File: src/rtl/alu16_ctrl.sv
// -----------------------------------------------------------------------------
// alu16_ctrl -- sequencer for a 16-bit shift/add datapath (A, Q, Q[-1], M).
//
// Drives the register commands that carry out add, subtract, Booth radix-2
// multiply and non-restoring divide on an external datapath. A is 17 bits wide
// (A[16] is the sign bit fed back as a_sign); Q[0] and Q[-1] are fed back for
// the Booth recoding.
//
// Ports
//   clk      rising-edge clock
//   rst_b    asynchronous active-low reset
//   start    operation request, sampled only in IDLE
//   op       00 add, 01 sub, 10 mul, 11 div (latched on acceptance)
//   q0       Q[0] from the datapath
//   q_m1     Q[-1] from the datapath
//   a_sign   A[16] from the datapath
//   a_sel    A command: 00 hold, 01 asr, 10 shl (Q[15] enters), 11 load
//   q_sel    Q command, same encoding as a_sel
//   a_clr    A load source is zero (INIT only) instead of the X operand
//   alu_sub  adder mode for A loads outside INIT: 1 = A-M, 0 = A+M
//   m_load   load M from the Y operand
//   qm1_clr  clear Q[-1]
//   q_set    write q_bit into Q[0]
//   q_bit    quotient bit value
//   busy     high from INIT up to the state before DONE
//   done     one-cycle completion pulse
//   cnt      iteration counter
//
// The command outputs are decoded from the current state (and, in M_CHECK,
// D_ADDSUB, D_SETQ and D_CORR, from the datapath feedback bits) so each command
// takes effect on the clock edge that leaves the state issuing it.
// -----------------------------------------------------------------------------
module alu16_ctrl (
  input  logic       clk,
  input  logic       rst_b,
  input  logic       start,
  input  logic [1:0] op,
  input  logic       q0,
  input  logic       q_m1,
  input  logic       a_sign,
  output logic [1:0] a_sel,
  output logic [1:0] q_sel,
  output logic       a_clr,
  output logic       alu_sub,
  output logic       m_load,
  output logic       qm1_clr,
  output logic       q_set,
  output logic       q_bit,
  output logic       busy,
  output logic       done,
  output logic [3:0] cnt
);

  typedef enum logic [3:0] {
    S_IDLE,
    S_INIT,
    S_EXEC,
    S_M_CHECK,
    S_M_SHIFT,
    S_D_SHIFT,
    S_D_ADDSUB,
    S_D_SETQ,
    S_D_CORR,
    S_DONE
  } state_t;

  localparam logic [1:0] SEL_HOLD = 2'b00;
  localparam logic [1:0] SEL_ASR  = 2'b01;
  localparam logic [1:0] SEL_SHL  = 2'b10;
  localparam logic [1:0] SEL_LOAD = 2'b11;
  localparam logic [1:0] OP_MUL   = 2'b10;
  localparam logic [3:0] CNT_LAST = 4'd15;

  state_t     r_state;
  logic [1:0] r_op;
  logic [3:0] r_cnt;

  // NOTE: state registers use non-blocking assignments so every flop samples
  // the pre-edge value of every other flop, independent of statement order.
  always_ff @(posedge clk or negedge rst_b) begin
    if (!rst_b) begin
      r_state <= S_IDLE;
      r_op    <= 2'b00;
      r_cnt   <= 4'd0;
    end else begin
      case (r_state)
        S_IDLE: begin
          if (start) begin
            r_op    <= op;
            r_state <= S_INIT;
          end
        end
        S_INIT: begin
          if (r_op[1]) begin
            r_cnt   <= 4'd0;
            r_state <= (r_op == OP_MUL) ? S_M_CHECK : S_D_SHIFT;
          end else begin
            r_state <= S_EXEC;
          end
        end
        S_EXEC:    r_state <= S_DONE;
        S_M_CHECK: r_state <= S_M_SHIFT;
        S_M_SHIFT: begin
          // 4-bit counter wraps to 0 on the sixteenth increment.
          r_cnt   <= r_cnt + 4'd1;
          r_state <= (r_cnt == CNT_LAST) ? S_DONE : S_M_CHECK;
        end
        S_D_SHIFT:  r_state <= S_D_ADDSUB;
        S_D_ADDSUB: r_state <= S_D_SETQ;
        S_D_SETQ: begin
          r_cnt   <= r_cnt + 4'd1;
          r_state <= (r_cnt == CNT_LAST) ? S_D_CORR : S_D_SHIFT;
        end
        S_D_CORR: r_state <= S_DONE;
        S_DONE:   r_state <= S_IDLE;   // start is deliberately not sampled here
        default:  r_state <= S_IDLE;
      endcase
    end
  end

  assign cnt = r_cnt;

  // NOTE: every output gets a default before the case so no path leaves one
  // unassigned, which would otherwise infer a latch.
  always_comb begin
    a_sel   = SEL_HOLD;
    q_sel   = SEL_HOLD;
    a_clr   = 1'b0;
    alu_sub = 1'b0;
    m_load  = 1'b0;
    qm1_clr = 1'b0;
    q_set   = 1'b0;
    q_bit   = 1'b0;
    busy    = 1'b0;
    done    = 1'b0;
    case (r_state)
      S_INIT: begin
        busy   = 1'b1;
        m_load = 1'b1;
        a_sel  = SEL_LOAD;
        if (r_op[1]) begin
          // mul/div start from A=0, Q=X, Q[-1]=0
          a_clr   = 1'b1;
          q_sel   = SEL_LOAD;
          qm1_clr = 1'b1;
        end
      end
      S_EXEC: begin
        busy    = 1'b1;
        a_sel   = SEL_LOAD;
        alu_sub = r_op[0];
      end
      S_M_CHECK: begin
        busy = 1'b1;
        // Booth recoding: 10 -> A-M, 01 -> A+M, 00/11 -> no add
        case ({q0, q_m1})
          2'b10: begin
            a_sel   = SEL_LOAD;
            alu_sub = 1'b1;
          end
          2'b01:   a_sel = SEL_LOAD;
          default: a_sel = SEL_HOLD;
        endcase
      end
      S_M_SHIFT: begin
        busy  = 1'b1;
        a_sel = SEL_ASR;
        q_sel = SEL_ASR;
      end
      S_D_SHIFT: begin
        busy  = 1'b1;
        a_sel = SEL_SHL;
        q_sel = SEL_SHL;
      end
      S_D_ADDSUB: begin
        busy    = 1'b1;
        a_sel   = SEL_LOAD;
        alu_sub = ~a_sign;   // subtract while the partial remainder is >= 0
      end
      S_D_SETQ: begin
        busy  = 1'b1;
        q_set = 1'b1;
        q_bit = ~a_sign;
      end
      S_D_CORR: begin
        busy = 1'b1;
        // a negative final remainder is restored by adding M back once
        if (a_sign) a_sel = SEL_LOAD;
      end
      S_DONE:  done = 1'b1;
      default: ;
    endcase
  end

endmodule

File: config.mk
export PLATFORM = sky130hd
export DESIGN_NAME = alu16_ctrl
export DESIGN_NICKNAME = d
export VERILOG_FILES = /design/src/rtl/alu16_ctrl.sv
export SDC_FILE = /design/constraint.sdc
export NUM_CORES = 1
export LEC_CHECK = 0
export CORE_UTILIZATION = 35
export CTS_CLUSTER_DIAMETER = 200
export CTS_CLUSTER_SIZE = 24
export DETAILED_ROUTE_END_ITERATION = 6
export GPL_ROUTABILITY_DRIVEN = 1
export PLACE_DENSITY = 0.65
export SLEW_MARGIN = 20
export SYNTH_ARGS = -nofsm -noshare
export SYNTH_HDL_FRONTEND = slang
export SYNTH_SLANG_ARGS = --single-unit
File: constraint.sdc
create_clock -name clk -period 2.4 [get_ports clk]
set_input_delay 0.72 -clock clk [delete_from_list [all_inputs] [get_ports clk]]
set_output_delay 0.72 -clock clk [all_outputs]
set_load 0.005 [all_outputs]
# After elaboration in Yosys (flattened, before gate mapping)
# Index checks and enable logic that the tools add are counted.
# totals
regBits	10
input_bits	8
out_inout_bits	16
word_cells	51
# classes
n_addsub	1
n_eq_ne	15
n_mux	22
bitwise_logic	1
reduce_logical	9
# ops
op	count
case mux 4 bit (8 select lines)	1
== test 4 x 3 -> 1 bit (second input constant)	4
2-to-1 mux 4 bit	4
== test 4 bit (second input constant)	3
case mux 2 bit (5 select lines)	1
== test 4 x 2 -> 1 bit (second input constant)	2
2-to-1 mux 1 bit	8
case mux 4 bit (2 select lines)	1
OR reduction 8 bit	1
2-to-1 mux 2 bit	3
2-to-1 mux 3 bit	2
case mux 2 bit (3 select lines)	1
OR reduction 2 bit	3
adder 4 x 1 -> 4 bit (second input constant)	1
== test 2 bit (second input constant)	2
== test 4 x 1 -> 1 bit (second input constant)	1
logical NOT 4 bit	1
!= test 2 bit (second input constant)	2
AND reduction 2 bit	2
case mux 1 bit (3 select lines)	1
OR reduction 3 bit	1
== test 2 x 1 -> 1 bit (second input constant)	1
nonzero test 2 bit	1
NOT 1 bit	1

# Depth between registers and ports, before layout
# depth
word_depth	4
ltp_mapped	5
depth_no_buf	5

# Worst setup path before layout
# No wires, ideal clock.
# synth_path
kind	input to output
start	input port q_m1
end	output port a_sel[0]
arrival_time_ns	1.388
required_ns	1.680
path_slack_ns	0.292
path_stages	5
path_buffers	0
cell_sequence	inv_1 ha_1 a21oi_1 o21ai_0 o21ai_0
# synth_via
elab_chain_cells	4
elab_cells_between_ends	5
cone_classes	eq/ne (2); mux (2); reduce/logical (1)
# synth_lines
element	line	source
start, declared	39	input logic q_m1,
== test 2 x 1 -> 1 bit or == test 2 bit (tied branches)	156	case ({q0, q_m1})
OR reduction 2 bit (no line) *	--	
2-to-1 mux 2 bit *	156	
case mux 2 bit (5 select lines) *	136	case (r_state)
end, declared	41	output logic [1:0] a_sel,
# Every way passes the cells marked *; elsewhere a longest branch is shown, timed or not.

# Worst setup path after layout
# layout_path
start	input port q0
end	output port a_sel[0]
# layout_via
elab_chain_cells	4
elab_cells_between_ends	5
cone_classes	eq/ne (2); mux (2); reduce/logical (1)
# layout_lines
element	line	source
start, declared	38	input logic q0,
== test 2 x 1 -> 1 bit or == test 2 bit (tied branches)	156	
OR reduction 2 bit (no line) *	--	
2-to-1 mux 2 bit *	156	
case mux 2 bit (5 select lines) *	136	
# Marks and branches as above.

==> flow_summary.toml <==
[placement]
dp_slack_ps = -701
dpl-instance-area_um2 = 1080
place_hpwl_um = 1440
place_congestion = 0.851
buffer_ports.inserted = 23

[cts]
cts_buffer_depth = 2
cts_tree = "built"
postCtsHoldBufs = 0
clock_transition_at_the_register_clock_pins_on_the_worst_setup_and_hold_paths_after_cts_ps = 60
clock-sinks = 10
clock-root-buffer = "sky130_fd_sc_hd__clkbuf_4"
skew_pair_late_insertion_delay_ps = 260
tritoncts.num_buffers = 3
cts_max_level = 1

[power]
combinational_power_share_pct = 67.6
power.share.switching_pct = 40.3
netSwitchingPower_w = 0.000528
p_per_area_nw_per_um2 = 1140
internal_power_w = 0.000782
share_clk_of_total_power_pct = 8.5
power_frac_seq_pct = 23.9
worst_ir_drop_vdd_uv = 567
static-leakage-power_nw = 0.558

[worst_setup_path]
r2r_cells = 4
cp-start-kind = "primary input"
endpoint_kind = "output port"
timing.critical_path.mode_cell = "sky130_fd_sc_hd__o21ai_1"
crit_fanout = 2
critPathSlowestCell = "sky130_fd_sc_hd__ha_4"
worst-endpoint-required_ps = 1680
worstPathArrival_ps = 1630
crit_path_max_incr_delay_ps = 260
criticalPathCategory = "primary input to output port"
crit_chain = "clkdlybuf4s15_1 -> ha_4 -> a21oi_2 -> o21ai_1 -> o21ai_1 -> buf_2"

[sta]
worst-slew-pin-transition_ps = 461
achievable-frequency_ghz = 0.425
finalClockSkew_ps = 4.06
finalWorstPathRequiredPeriod_ps = 2350
slew_headroom_pct = 69.1
fin_setup_tns_ps = 0
finalHoldViolCount = 0
final_max_slew_viol_count = 0
report.final.setup_viol = 0
timing.final.ws_setup_ps = 46.9
final.period_utilization_pct = 98.0

[run_status]
status = "complete, no violations"

[synth]
synth_top_cells_by_area = "sky130_fd_sc_hd__dfrtp_1, sky130_fd_sc_hd__o21ai_0, sky130_fd_sc_hd__a21oi_1, sky130_fd_sc_hd__mux2_4, sky130_fd_sc_hd__nor4b_1"
postSynth.topFlopCell = "sky130_fd_sc_hd__dfrtp_1"
synth_enable_flop_cells = 0
gate_count_of_the_mapped_netlist = 87
post-synth-top-area-cell = "sky130_fd_sc_hd__dfrtp_1"
synth_async_sr_flop_share_pct = 100
synth_fp_nets = 97
yosys_warnings = 0
post_synthesis_register_bit_count = 10
syn-cell-area_um2 = 758
syn-mean-instance-area_um2 = 8.72
post_synth_num_cell_types = 38
yosysMostFrequentCell = "sky130_fd_sc_hd__dfrtp_1"
netlist_top_cells_count = "sky130_fd_sc_hd__dfrtp_1, sky130_fd_sc_hd__o21ai_0, sky130_fd_sc_hd__a21oi_1, sky130_fd_sc_hd__nor2_1, sky130_fd_sc_hd__inv_1"
yosys.area.top_type_share_pct = 33.0
synth_seq_area_share_pct = 33.0

[finish]
num_antenna_cells = 0
final_design_area_no_fill_um2 = 1150
post_route_cells_drive_above_1_share_pct = 30.0
layout-area-overhead-vs-synth_pct = 51.3
nets = 132
post-route-util_pct = 57.3
num-fill-cells = 177

[die]
die_footprint_um2 = 2360
pin_count = 24
fp-row-count = 16
core-area_um2 = 2000
die_h_um = 48.5
chipWidth_um = 48.5
initial_utilization_pct = 37.9

[global_route]
antenna_violations_before_repair = 0
grt-ovfl-total = 0
first_global_vias = 751
globalRouteTotalUtil_pct = 17.4
wire_length_of_the_first_global_routing_pass_um = 3180
grt_start_max_net_pins = 15

[worst_hold_path]
min_path_cells = 1
hp-class = "flip-flop to flip-flop"

[detailed_routing]
post_route_ant_nets = 0
dr_total_vias = 785
drtPass1Iterations = 5
route.detailed.drc = 0
detail_route.vias_per_cell = 5.34
drt_iter0_markers = 20
dr_wl_cell_um = 13.0
finalWirelength_um = 1910

[job]
timing.max_cap.violations = 0
[cell usage in the layout, fill, tap and decap left out, drive strengths merged, types with 2 or more instances in the layout]
| master | Yosys | final |
|---|---|---|
| o21ai | 7 | 7 |
| buf | 3 | 15 |
| nor2b | 3 | 3 |
| clkbuf | 3 | 3 |
| inv | 5 | 5 |
| nand3 | 2 | 2 |
| dlygate4sd2 | 0 | 10 |
| or3 | 3 | 3 |
| clkdlybuf4s15 | 0 | 2 |
| ha | 2 | 2 |
| nand2 | 3 | 3 |
| a21oi | 6 | 6 |
| or2 | 2 | 2 |
| nand3b | 2 | 2 |
| a211oi | 3 | 3 |
| mux2i | 2 | 2 |
| dfrtp | 10 | 10 |
| nor2 | 6 | 6 |
| mux2 | 3 | 3 |
| nor4 | 2 | 2 |
| clkdlybuf4s50 | 0 | 8 |
| nand2b | 3 | 3 |
| nor4b | 3 | 3 |
[critical path: cells and delay by family]
kind	cells	cell delay, ps
buffers and inverters	2	320
AO/OA/AOI/OAI	3	320
adder cells (fa/ha/maj)	1	260
[kinds of logic (layout without fill, tap and decap cells)]
family / after synthesis / count (layout) / share of synthesized area (%)
AOI/OAI and AO/OA: 22 / 22 / 18.3
xor gates and xnor gates: 2 / 2 / 2.31
adders and majority gates: 2 / 2 / 3.30
buffers and inverters: 11 / 44 / 6.11
DFF: 10 / 10 / 33.0
muxes: 5 / 5 / 8.09
and+or+nand+nor: 35 / 35 / 28.9
[through the flow]
stage               cells  total power (W)  hold WS [ps]
finish                147          0.00131           552
global placement      142          0.00116           532
CTS                   147          0.00129           553
detailed placement    142          0.00118           545
floorplan              87         0.000770           424
global route          147          0.00142           574
[worst paths after layout]
check | startpoint | to | slack (ps)
setup / recovery | q0 | a_sel[0] | 50
hold / removal | r_op[0] | r_state[1] | 550
setup reg to reg | r_state[1] | r_op[1] | 610
hold reg to reg | r_op[0] | r_state[1] | 550
max in group asynchronous | rst_b | r_state[0] | 1280
min in group asynchronous | rst_b | cnt[0] | 770
[cell type report]
cell class / instances / area, um2 / share of cell area [%]
multi-input cells: 66 / 505 / 44.1
clock buffers: 3 / 22.5 / 1.96
flip-flops and latches: 10 / 251 / 21.9
well taps: 27 / 33.8 / 2.94
repair buffers: 36 / 315 / 27.5
inverters: 5 / 18.8 / 1.64
[power by group through the flow]
stage	clock, W	combinational [W]	sequential (W)
after global routing	0.000126	0.000968	0.000322
after floorplan	0	0.000469	0.000301
after detailed placement	0	0.000869	0.000307
after global placement	0	0.000858	0.000305
final	0.000112	0.000885	0.000313
after CTS	0.000113	0.000866	0.000308
[per-layer routing]
| metal | global-route usage, % | wire length, um | share of wire [%] | vias to the layer above |
|---|---|---|---|---|
| li1 | - | - | - | 386 |
| met1 | 20.7 | 913 | 48 | 367 |
| met2 | 28.9 | 836 | 44 | 26 |
| met3 | 3.14 | 101 | 5.3 | 6 |
| met4 | 10.8 | 57 | 3.0 | 0 |
| met5 | 0 | 0 | 0 | - |
[repair_timing]
action                     CTS  global route
gates cloned                 0             0
hold endpoints to repair     0             0
setup endpoints to repair   11             3
pin swaps                    2             3
resized for setup           30             9
setup buffers                2             0
[state kept, by name, indices dropped and copies added (netlist names)]
register,count
cnt,4
r_state,4
r_op,2
Power figures use the tool's default switching activity.
